**src/rtl/tick_monitor_pkg.sv**
```systemverilog
// Shared types for the slow-clock tick monitor.
// Included by tick_monitor and sync_edge_det.
package tick_monitor_pkg;

  typedef enum logic [1:0] {
    WAIT = 2'd0,
    ACQ  = 2'd1,
    LOCK = 2'd2
  } state_t;

  localparam int ERR_CNT_W = 8;
  localparam logic [ERR_CNT_W-1:0] ERR_MAX = '1;

endpackage

```
**src/rtl/sync_edge_det.sv**
```systemverilog
// Multi-flop synchronizer with registered rise (and, with
// TICK_MONITOR_DUTY_EN, fall and level) outputs.
module sync_edge_det
  import tick_monitor_pkg::*;
#(
  parameter int SYNC_STAGES = 2
) (
  input  logic clk,
  input  logic rst,
  input  logic din,
`ifdef TICK_MONITOR_DUTY_EN
  output logic level,
  output logic fall,
`endif
  output logic rise
);

  logic [SYNC_STAGES-1:0] sync_q;
  logic                   hist_q;
  logic                   s_out;

  assign s_out = sync_q[SYNC_STAGES-1];

  always_ff @(posedge clk or posedge rst) begin
    if (rst) begin
      sync_q <= '0;
      hist_q <= 1'b0;
      rise   <= 1'b0;
    end else begin
      sync_q <= {sync_q[SYNC_STAGES-2:0], din};
      hist_q <= s_out;
      rise   <= s_out & ~hist_q;
    end
  end

`ifdef TICK_MONITOR_DUTY_EN
  // level is aligned with rise/fall: high on the rise cycle
  assign level = hist_q;

  always_ff @(posedge clk or posedge rst) begin
    if (rst) begin
      fall <= 1'b0;
    end else begin
      fall <= ~s_out & hist_q;
    end
  end
`endif

endmodule

```
**src/rtl/tick_monitor.sv**
```systemverilog
// Slow-clock receiver: tick, period, lock and error status.
// Optional high_time output under TICK_MONITOR_DUTY_EN.
module tick_monitor
  import tick_monitor_pkg::*;
#(
  parameter int EXP_PERIOD  = 500000,
  parameter int TOL         = 5000,
  parameter int LOCK_N      = 4,
  parameter int CNT_W       = 25,
  parameter int SYNC_STAGES = 2
) (
  input  logic                 clk,
  input  logic                 rst,
  input  logic                 slow_clk_in,
  output logic                 tick,
  output logic [CNT_W-1:0]     period,
  output logic                 period_valid,
  output logic                 locked,
  output logic                 err_fast,
  output logic                 err_slow,
  output logic [ERR_CNT_W-1:0] err_cnt
`ifdef TICK_MONITOR_DUTY_EN
  ,
  output logic [CNT_W-1:0]     high_time
`endif
);

  localparam int GOOD_W = $clog2(LOCK_N + 1);

  localparam logic [CNT_W-1:0] LO_LIM =
    CNT_W'(EXP_PERIOD - TOL);
  localparam logic [CNT_W-1:0] HI_LIM =
    CNT_W'(EXP_PERIOD + TOL);
  localparam logic [CNT_W-1:0] STALL_CNT =
    CNT_W'(EXP_PERIOD + TOL + 1);
  localparam logic [CNT_W-1:0] CNT_MAX = '1;
  localparam logic [GOOD_W-1:0] LOCK_V = GOOD_W'(LOCK_N);

  logic rise;

`ifdef TICK_MONITOR_DUTY_EN
  logic level;
  logic fall;
`endif

  sync_edge_det #(
    .SYNC_STAGES(SYNC_STAGES)
  ) u_sync (
    .clk  (clk),
    .rst  (rst),
    .din  (slow_clk_in),
`ifdef TICK_MONITOR_DUTY_EN
    .level(level),
    .fall (fall),
`endif
    .rise (rise)
  );

  state_t             state, state_n;
  logic [CNT_W-1:0]   cnt;
  logic [GOOD_W-1:0]  good, good_n;
  logic [CNT_W-1:0]   period_n;
  logic               pv_n, fast_n, slow_n;
  logic               in_range, too_fast, stall;

  assign in_range = (cnt >= LO_LIM) && (cnt <= HI_LIM);
  assign too_fast = cnt < LO_LIM;
  // a tick on the timeout cycle takes priority over the stall
  assign stall    = (state != WAIT) && !rise &&
                    (cnt == STALL_CNT);

  always_comb begin
    state_n  = state;
    good_n   = good;
    period_n = period;
    pv_n     = 1'b0;
    fast_n   = 1'b0;
    slow_n   = 1'b0;
    unique case (state)
      WAIT: begin
        if (rise) state_n = ACQ;
      end
      ACQ, LOCK: begin
        if (rise) begin
          period_n = cnt;
          pv_n     = 1'b1;
          if (in_range) begin
            if (state == ACQ) begin
              good_n = good + 1'b1;
              if (good_n == LOCK_V) state_n = LOCK;
            end
          end else begin
            good_n  = '0;
            fast_n  = too_fast;
            slow_n  = ~too_fast;
            state_n = ACQ;
          end
        end else if (stall) begin
          slow_n  = 1'b1;
          good_n  = '0;
          state_n = WAIT;
        end
      end
      default: begin
        state_n = WAIT;
        good_n  = '0;
      end
    endcase
  end

  always_ff @(posedge clk or posedge rst) begin
    if (rst) begin
      state        <= WAIT;
      good         <= '0;
      cnt          <= '0;
      tick         <= 1'b0;
      period       <= '0;
      period_valid <= 1'b0;
      locked       <= 1'b0;
      err_fast     <= 1'b0;
      err_slow     <= 1'b0;
      err_cnt      <= '0;
    end else begin
      state        <= state_n;
      good         <= good_n;
      tick         <= rise;
      period       <= period_n;
      period_valid <= pv_n;
      locked       <= (state_n == LOCK);
      err_fast     <= fast_n;
      err_slow     <= slow_n;
      if (rise) begin
        cnt <= CNT_W'(1);
      end else if (cnt != CNT_MAX) begin
        cnt <= cnt + 1'b1;
      end
      if ((fast_n || slow_n) && (err_cnt != ERR_MAX)) begin
        err_cnt <= err_cnt + 1'b1;
      end
    end
  end

`ifdef TICK_MONITOR_DUTY_EN
  logic [CNT_W-1:0] hi_acc;
  logic [CNT_W-1:0] hi_cap;

  // hi_acc counts from the rise cycle; fall freezes it into hi_cap
  always_ff @(posedge clk or posedge rst) begin
    if (rst) begin
      hi_acc    <= '0;
      hi_cap    <= '0;
      high_time <= '0;
    end else begin
      if (rise) begin
        hi_acc <= CNT_W'(1);
      end else if (level && (hi_acc != CNT_MAX)) begin
        hi_acc <= hi_acc + 1'b1;
      end
      if (fall) hi_cap <= hi_acc;
      if (pv_n) high_time <= hi_cap;
    end
  end
`endif

endmodule

```
**config.mk**
```make
export PLATFORM = sky130hd
export DESIGN_NAME = tick_monitor
export DESIGN_NICKNAME = d
export VERILOG_FILES = /design/src/rtl/tick_monitor_pkg.sv /design/src/rtl/sync_edge_det.sv /design/src/rtl/tick_monitor.sv
export SDC_FILE = /design/constraint.sdc
export NUM_CORES = 1
export LEC_CHECK = 0
export BUFFER_PORTS_ARGS = -buffer_cell sky130_fd_sc_hd__buf_2
export CAP_MARGIN = 25
export CELL_PAD_IN_SITES_DETAIL_PLACEMENT = 1
export CELL_PAD_IN_SITES_GLOBAL_PLACEMENT = 2
export CORE_UTILIZATION = 42
export CTS_BUF_LIST = sky130_fd_sc_hd__clkbuf_2 sky130_fd_sc_hd__clkbuf_4 sky130_fd_sc_hd__clkbuf_8
export DETAILED_ROUTE_END_ITERATION = 10
export MAX_ROUTING_LAYER = met4
export PLACE_DENSITY = 0.94
export SYNTH_ARGS = -nofsm -noshare
export SYNTH_HDL_FRONTEND = slang
export SYNTH_SLANG_ARGS = --single-unit
```
**constraint.sdc**
```tcl
create_clock -name clk -period 5.6 [get_ports clk]
set_input_delay 0.56 -clock clk [delete_from_list [all_inputs] [get_ports clk]]
set_output_delay 0.56 -clock clk [all_outputs]
set_load 0.03 [all_outputs]
```
=== Yosys cells after proc, flatten, opt, wreduce, memory -nomap -nowiden ===
Index checks and enable logic that the tools add are counted.

* Add/sub/neg operators: 3
* $lt $le $gt $ge: 3
* Equality and inequality tests: 9
* Mux-type cells: 23
* Bitwise gates (word level): 4
* Reductions and logical operators: 12

{| class="wikitable"
|+ Operators with widths
! kind !! count
|-
| $mux W25 || 2
|-
| $add A25 B1 Y25 const B || 1
|-
| $eq A25 B19 Y1 const B || 1
|-
| $ge A25 B19 Y1 const B || 1
|-
| $le A25 B19 Y1 const B || 1
|-
| $lt A25 B19 Y1 const B || 1
|-
| $ne A25 B25 Y1 const B || 1
|-
| $mux W2 || 6
|-
| $mux W3 || 4
|-
| $mux W1 || 9
|-
| $add A8 B1 Y8 const B || 1
|-
| $ne A8 B8 Y1 const B || 1
|-
| $pmux W3 S2 || 1
|-
| $eq A2 B2 Y1 const B || 2
|-
| $logic_and A1 B1 Y1 || 4
|-
| $ne A4 B4 Y1 const B || 1
|-
| $pmux W2 S2 || 1
|-
| $reduce_bool A2 Y1 || 2
|-
| $add A3 B1 Y3 const B || 1
|-
| $eq A3 B3 Y1 const B || 1
|-
| $ne A3 B2 Y1 const B || 1
|-
| $not A1 Y1 || 3
|-
| $reduce_and A3 Y1 || 1
|-
| $eq A2 B1 Y1 const B || 1
|-
| 6 further kinds || 6
|}

* Flip-flop bits (word level): 72
* Input bits: 3
* Output and inout port bits: 38
* Word-level logic and storage cells: 67

=== Logic depth before layout (Yosys ltp) ===
* Depth after elaboration: 8
* Mapped depth: 8

=== Cells and area by module ===
From an unflattened synthesis, not the netlist that was laid out.

* Cell total of the unflattened synthesis: 322
* Area, all modules: 3492.1 µm²

{| class="wikitable"
|+ By module, submodules not included
! module !! times used !! cells each !! area each (µm²)
|-
| tick_monitor || 1 || 316 || 3374.5
|-
| sync_edge_det || 1 || 6 || 117.6
|}

=== Least setup slack after synthesis ===
OpenSTA, ideal clock, no wires.

* Path type: register to register
* Start: register cnt[8]
* End: register err_cnt[1]
* Data arrival time: 2319 ps
* Required time: 5475 ps
* Slack: 3157 ps
* Stages on the path, launching flop included: 6
* Period minus slack after synthesis: 2443 ps
* Cells stage by stage: dfrtp_1 > or3_1 > or4_4 > a311o_4 > a21oi_4 > mux2_2

* Longest elaborated chain between the ends: 7

{| class="wikitable"
|+ Ends and longest elaborated chain
! item !! line !! source
|-
| from (decl) || tick_monitor.sv:60 || <nowiki>logic [CNT_W-1:0] cnt;</nowiki>
|-
| from (signal assigned) || tick_monitor.sv:135 || <nowiki>cnt <= cnt + 1'b1;</nowiki>
|-
| $ge A25 B19 Y1 (tied with other cells) || tick_monitor.sv:66 || <nowiki>assign in_range = (cnt >= LO_LIM) && (cnt <= HI_LIM);</nowiki>
|-
| $logic_and A1 B1 Y1 (tied with other cells) || tick_monitor.sv:66 ||
|-
| $mux W1 (on tied branches) || tick_monitor.sv:87, tick_monitor.sv:98 ||
|-
| $mux W1 || tick_monitor.sv:84 || <nowiki>if (rise) begin</nowiki>
|-
| $mux W1 || tick_monitor.sv:79 || <nowiki>unique case (state)</nowiki>
|-
| $logic_or A1 B1 Y1 (*) || tick_monitor.sv:137 || <nowiki>if ((fast_n || slow_n) && (err_cnt != ERR_MAX)) begin</nowiki>
|-
| $logic_and A1 B1 Y1 (*) || tick_monitor.sv:137 ||
|-
| to (signal assigned) || tick_monitor.sv:138 || <nowiki>err_cnt <= err_cnt + 1'b1;</nowiki>
|-
| to (decl) || tick_monitor.sv:21 || <nowiki>output logic [ERR_CNT_W-1:0] err_cnt</nowiki>
|}

Every way passes the cells marked *; elsewhere a longest branch is shown, timed or not.
A chain may end at the register's enable or synchronous reset.

=== Final worst setup path ===
* Start: register cnt[4]
* End: register cnt[23]

* Longest elaborated chain between the ends: 3

{| class="wikitable"
|+ Ends and longest elaborated chain
! item !! line !! source
|-
| $add A25 B1 Y25 || tick_monitor.sv:135 ||
|-
| $mux W25 || tick_monitor.sv:134 || <nowiki>end else if (cnt != CNT_MAX) begin</nowiki>
|-
| $mux W25 || tick_monitor.sv:132 || <nowiki>if (rise) begin</nowiki>
|}

Parallel ways exist; a longest one is shown, timed or not. The select of a mux whose other input is x is not followed.

==> summary.md <==
| Metric | Value |
|---|---|
| Period utilisation layout | 0.472 |
| Mapped Area | 0.00344 mm^2 |
| Total GRT Usage | 0.207 |
| Placer Congestion | just under 0.9 |
| Post-CTS Setup Repair Bufs | 0 |
| Core area | 0.00781 mm^2 |
| Final wirelength | ~7.8 mm |
| TritonCTS buffer count | 9 |
| Seq cells post-synth | 72 |
| Final ANT Viol Nets | 0 |
| Hold-critical path depth | 1 |
| Total power draw | approximately 1.5 mW |
| Final Core Density | 0.514 |
| Critical Path AT | 2920 ps |
| Post-Syn Nets | 334 |
| Wirelength per Cell | 16.5 um |
| Top sig layer | met4 |
| First-pass GRT wire length | between 10 and 15 mm |
| WS Path Type | reg2reg |
| Clk sink count | roughly 70 |
| Crit Path Max Fanout | 9 |
| Share of layout cells above drive strength 1 | 0.238 |
| CTS tree | yes |
| Final HPWL DP | 5.29 mm |
| Worst hold start | slow_clk_in |
| Rel. slew slack | 0.400 |
| Avg Inst Size Synth | 10.7 um^2 |
| Final nets | 377 |
| Vert. Die Dim | 92.5 um |
| Total grt overflow | 0 |
| DR vias | 2623 |
| DRC violations left | 0 |
| Leak | 1.92 nW |
| DR WL met2 | 3.72 mm |
| Mapped Cells | 322 |
| Htree depth | 3 |
| R2R setup slack | 2960 ps |
| Total of warnings raised by yosys | 0 |
| Hold endpoint | u_sync.sync_q[0] |
| Post-synthesis sequential area ratio | 0.524 |
| M1 WL | 3.70 mm |
| Hold WS | just over 300 ps |
| Initial core utilization | 0.441 |
| Die X | 92.5 um |
| # setup viols final | 0 |
| Yosys cell types | 45 |
| DR iter-0 viols | 95 |
| WP data required | 5880 ps |
| Initial antenna violation count | 0 |
| Met3 WL | 203 um |
| I/O Pins | 41 |
| Fin. max-slew vios | 0 |
| Clk slew on worst S/H paths | about 80 ps |
| CTS max path bufs | 2 |
| Number of synthesized flops with an enable pin | 0 |
| Synth Flop Type | dfrtp_1 |
| RSZ-0062 raised after global routing | no |
| Async SR Flop Fraction | 1.00 |
| Final worst path period need | 2640 ps |
| Measured slew at the worst slew-check pin | 901 ps |
| Final hold violations | 0 |
| Port bufs | 40 |
| Maxcap violations | 0 |
| N_diodes | 0 |
| CTS root buffer | clkbuf_8 |
| Fmax | 378 MHz |
| CP endpoint kind | flip-flop |
| Critical R2R Launch | cnt[4] |
| Full die area | 0.00856 mm^2 |
| Worst Clk Skew | 9.29 ps |
| FP Rows | 32 |
| Via-to-Cell Ratio | 5.56 |
| Min-delay worst type | in2reg |
| Reg2reg path depth | 5 |
| R2R Path End | cnt[23] |
| Clk Latency, worst-skew pair | 350 ps |
| Hold_buf cts | 0 |
| Vias in the first global route | between 2000 and 3000 |
| PostCTS Resize Cnt | 0 |
| Largest net degree at the start of global routing | between 70 and 80 |
| Status | completed |
| Worst setup SP type | flip-flop |
| DRT Pass-1 Iters | 4 |
| Power Dens Cells | 364 mW/mm^2 |
| VDD IR max | roughly 0.00012 V |
| Setup tns final | 0 ps |
| Synth-to-layout area growth | 16.7% |
## power by group
| group | switching (mW) | leakage (nW) | internal (mW) |
|---|---|---|---|
| combinational | 0.186 | 0.807 | 0.0978 |
| sequential | 0.0597 | 0.976 | 0.569 |
| clock | 0.199 | 0.135 | 0.352 |
## worst max-delay path, stage by stage, from the launching register on
cell and delay (ps):
dfrtp_1 490, nand4_1 240, nor4_1 730, o2111ai_1 480, or3_1 450, a21oi_1 170
## cell usage after synthesis (8+ instances only)
library cell  count  area (um^2)
a21oi_1          15         75.1
clkbuf_1          9         33.8
dfrtp_1          72         1800
ha_1              9          113
inv_1            15         56.3
mux2_2           21          236
nand2_1          25         93.8
nand3_1          13         65.1
nand4_1          10         62.6
nor2_1           23         86.3
nor3_1           10         50.1
o21ai_0          18         90.1
or3_1             9         56.3
xnor2_1           8         70.1
xor2_1           12          105
## how the worst max path moves through the flow
stage	from	to	depth (start not counted)
2_1_floorplan	cnt[8]	err_cnt[1]	5
3_3_place_gp	cnt[8]	err_cnt[1]	5
3_5_place_dp	cnt[8]	err_cnt[1]	5
4_1_cts	cnt[8]	err_cnt[1]	5
5_1_grt	cnt[3]	cnt[17]	5
6_report	cnt[4]	cnt[23]	5
## logic make-up (layout without fill, tap and decap cells)
logic type               after synthesis  count (layout)  synth area share
adder cells (fa/ha/maj)                9               9            0.0327
buffers and inverters                 26              74            0.0291
XOR/XNOR                              20              20            0.0509
AO/OA/AOI/OAI                         52              52            0.0996
AND/OR/NAND/NOR                      119             119             0.186
multiplexers                          24              24            0.0782
flip-flops                            72              72             0.524
## cell usage in the layout (no fill, tap or decap), types with 4 or more instances in the layout
master	n
o21ai_0	18
and3_1	4
buf_2	40
ha_1	9
nand3_1	13
nor3_1	10
and4_1	4
nor2_1	23
mux2_2	21
and2_1	4
dfrtp_1	72
nand4_1	10
nand2_1	25
inv_1	14
clkbuf_8	9
xor2_1	12
or3_1	9
xnor2_1	8
a21oi_1	15
bufinv_16	4
## routing by layer
layer  up-vias  GRT usage
met1      1337      0.272
met2        36      0.314
met5         -          -
li1       1235          -
met3        15     0.0386
met4         0     0.0911
## area by class of cell
| class | instances | area (um^2) |
|---|---|---|
| well taps | 102 | 128 |
| fillers | 877 | 3790 |
| clock inverters | 5 | 129 |
| inverters | 15 | 56.3 |
| flip-flops and latches | 72 | 1800 |
| repair buffers | 43 | 223 |
| multi-input cells | 224 | 1540 |
| clock buffers | 11 | 139 |
## sequential cells by signal, indices dropped and copies added, names as in the netlist
| name | count |
|---|---|
| period | 25 |
| err_fast | 1 |
| u_sync.rise | 1 |
| cnt | 25 |
| u_sync.hist_q | 1 |
| err_cnt | 8 |
| u_sync.sync_q | 2 |
| state | 2 |
| tick | 1 |
| locked | 1 |
| err_slow | 1 |
| period_valid | 1 |
| good | 3 |
## metrics by stage
stage	instance area (um^2)	cells	setup slack [ps]
after floorplan	3440	322	3160
after global placement	3750	456	3020
after detailed placement	3750	456	3010
after CTS	4020	472	2980
after global routing	4020	472	2740
final	4020	472	2960
Note: power is estimated with default switching activity, not from simulation.
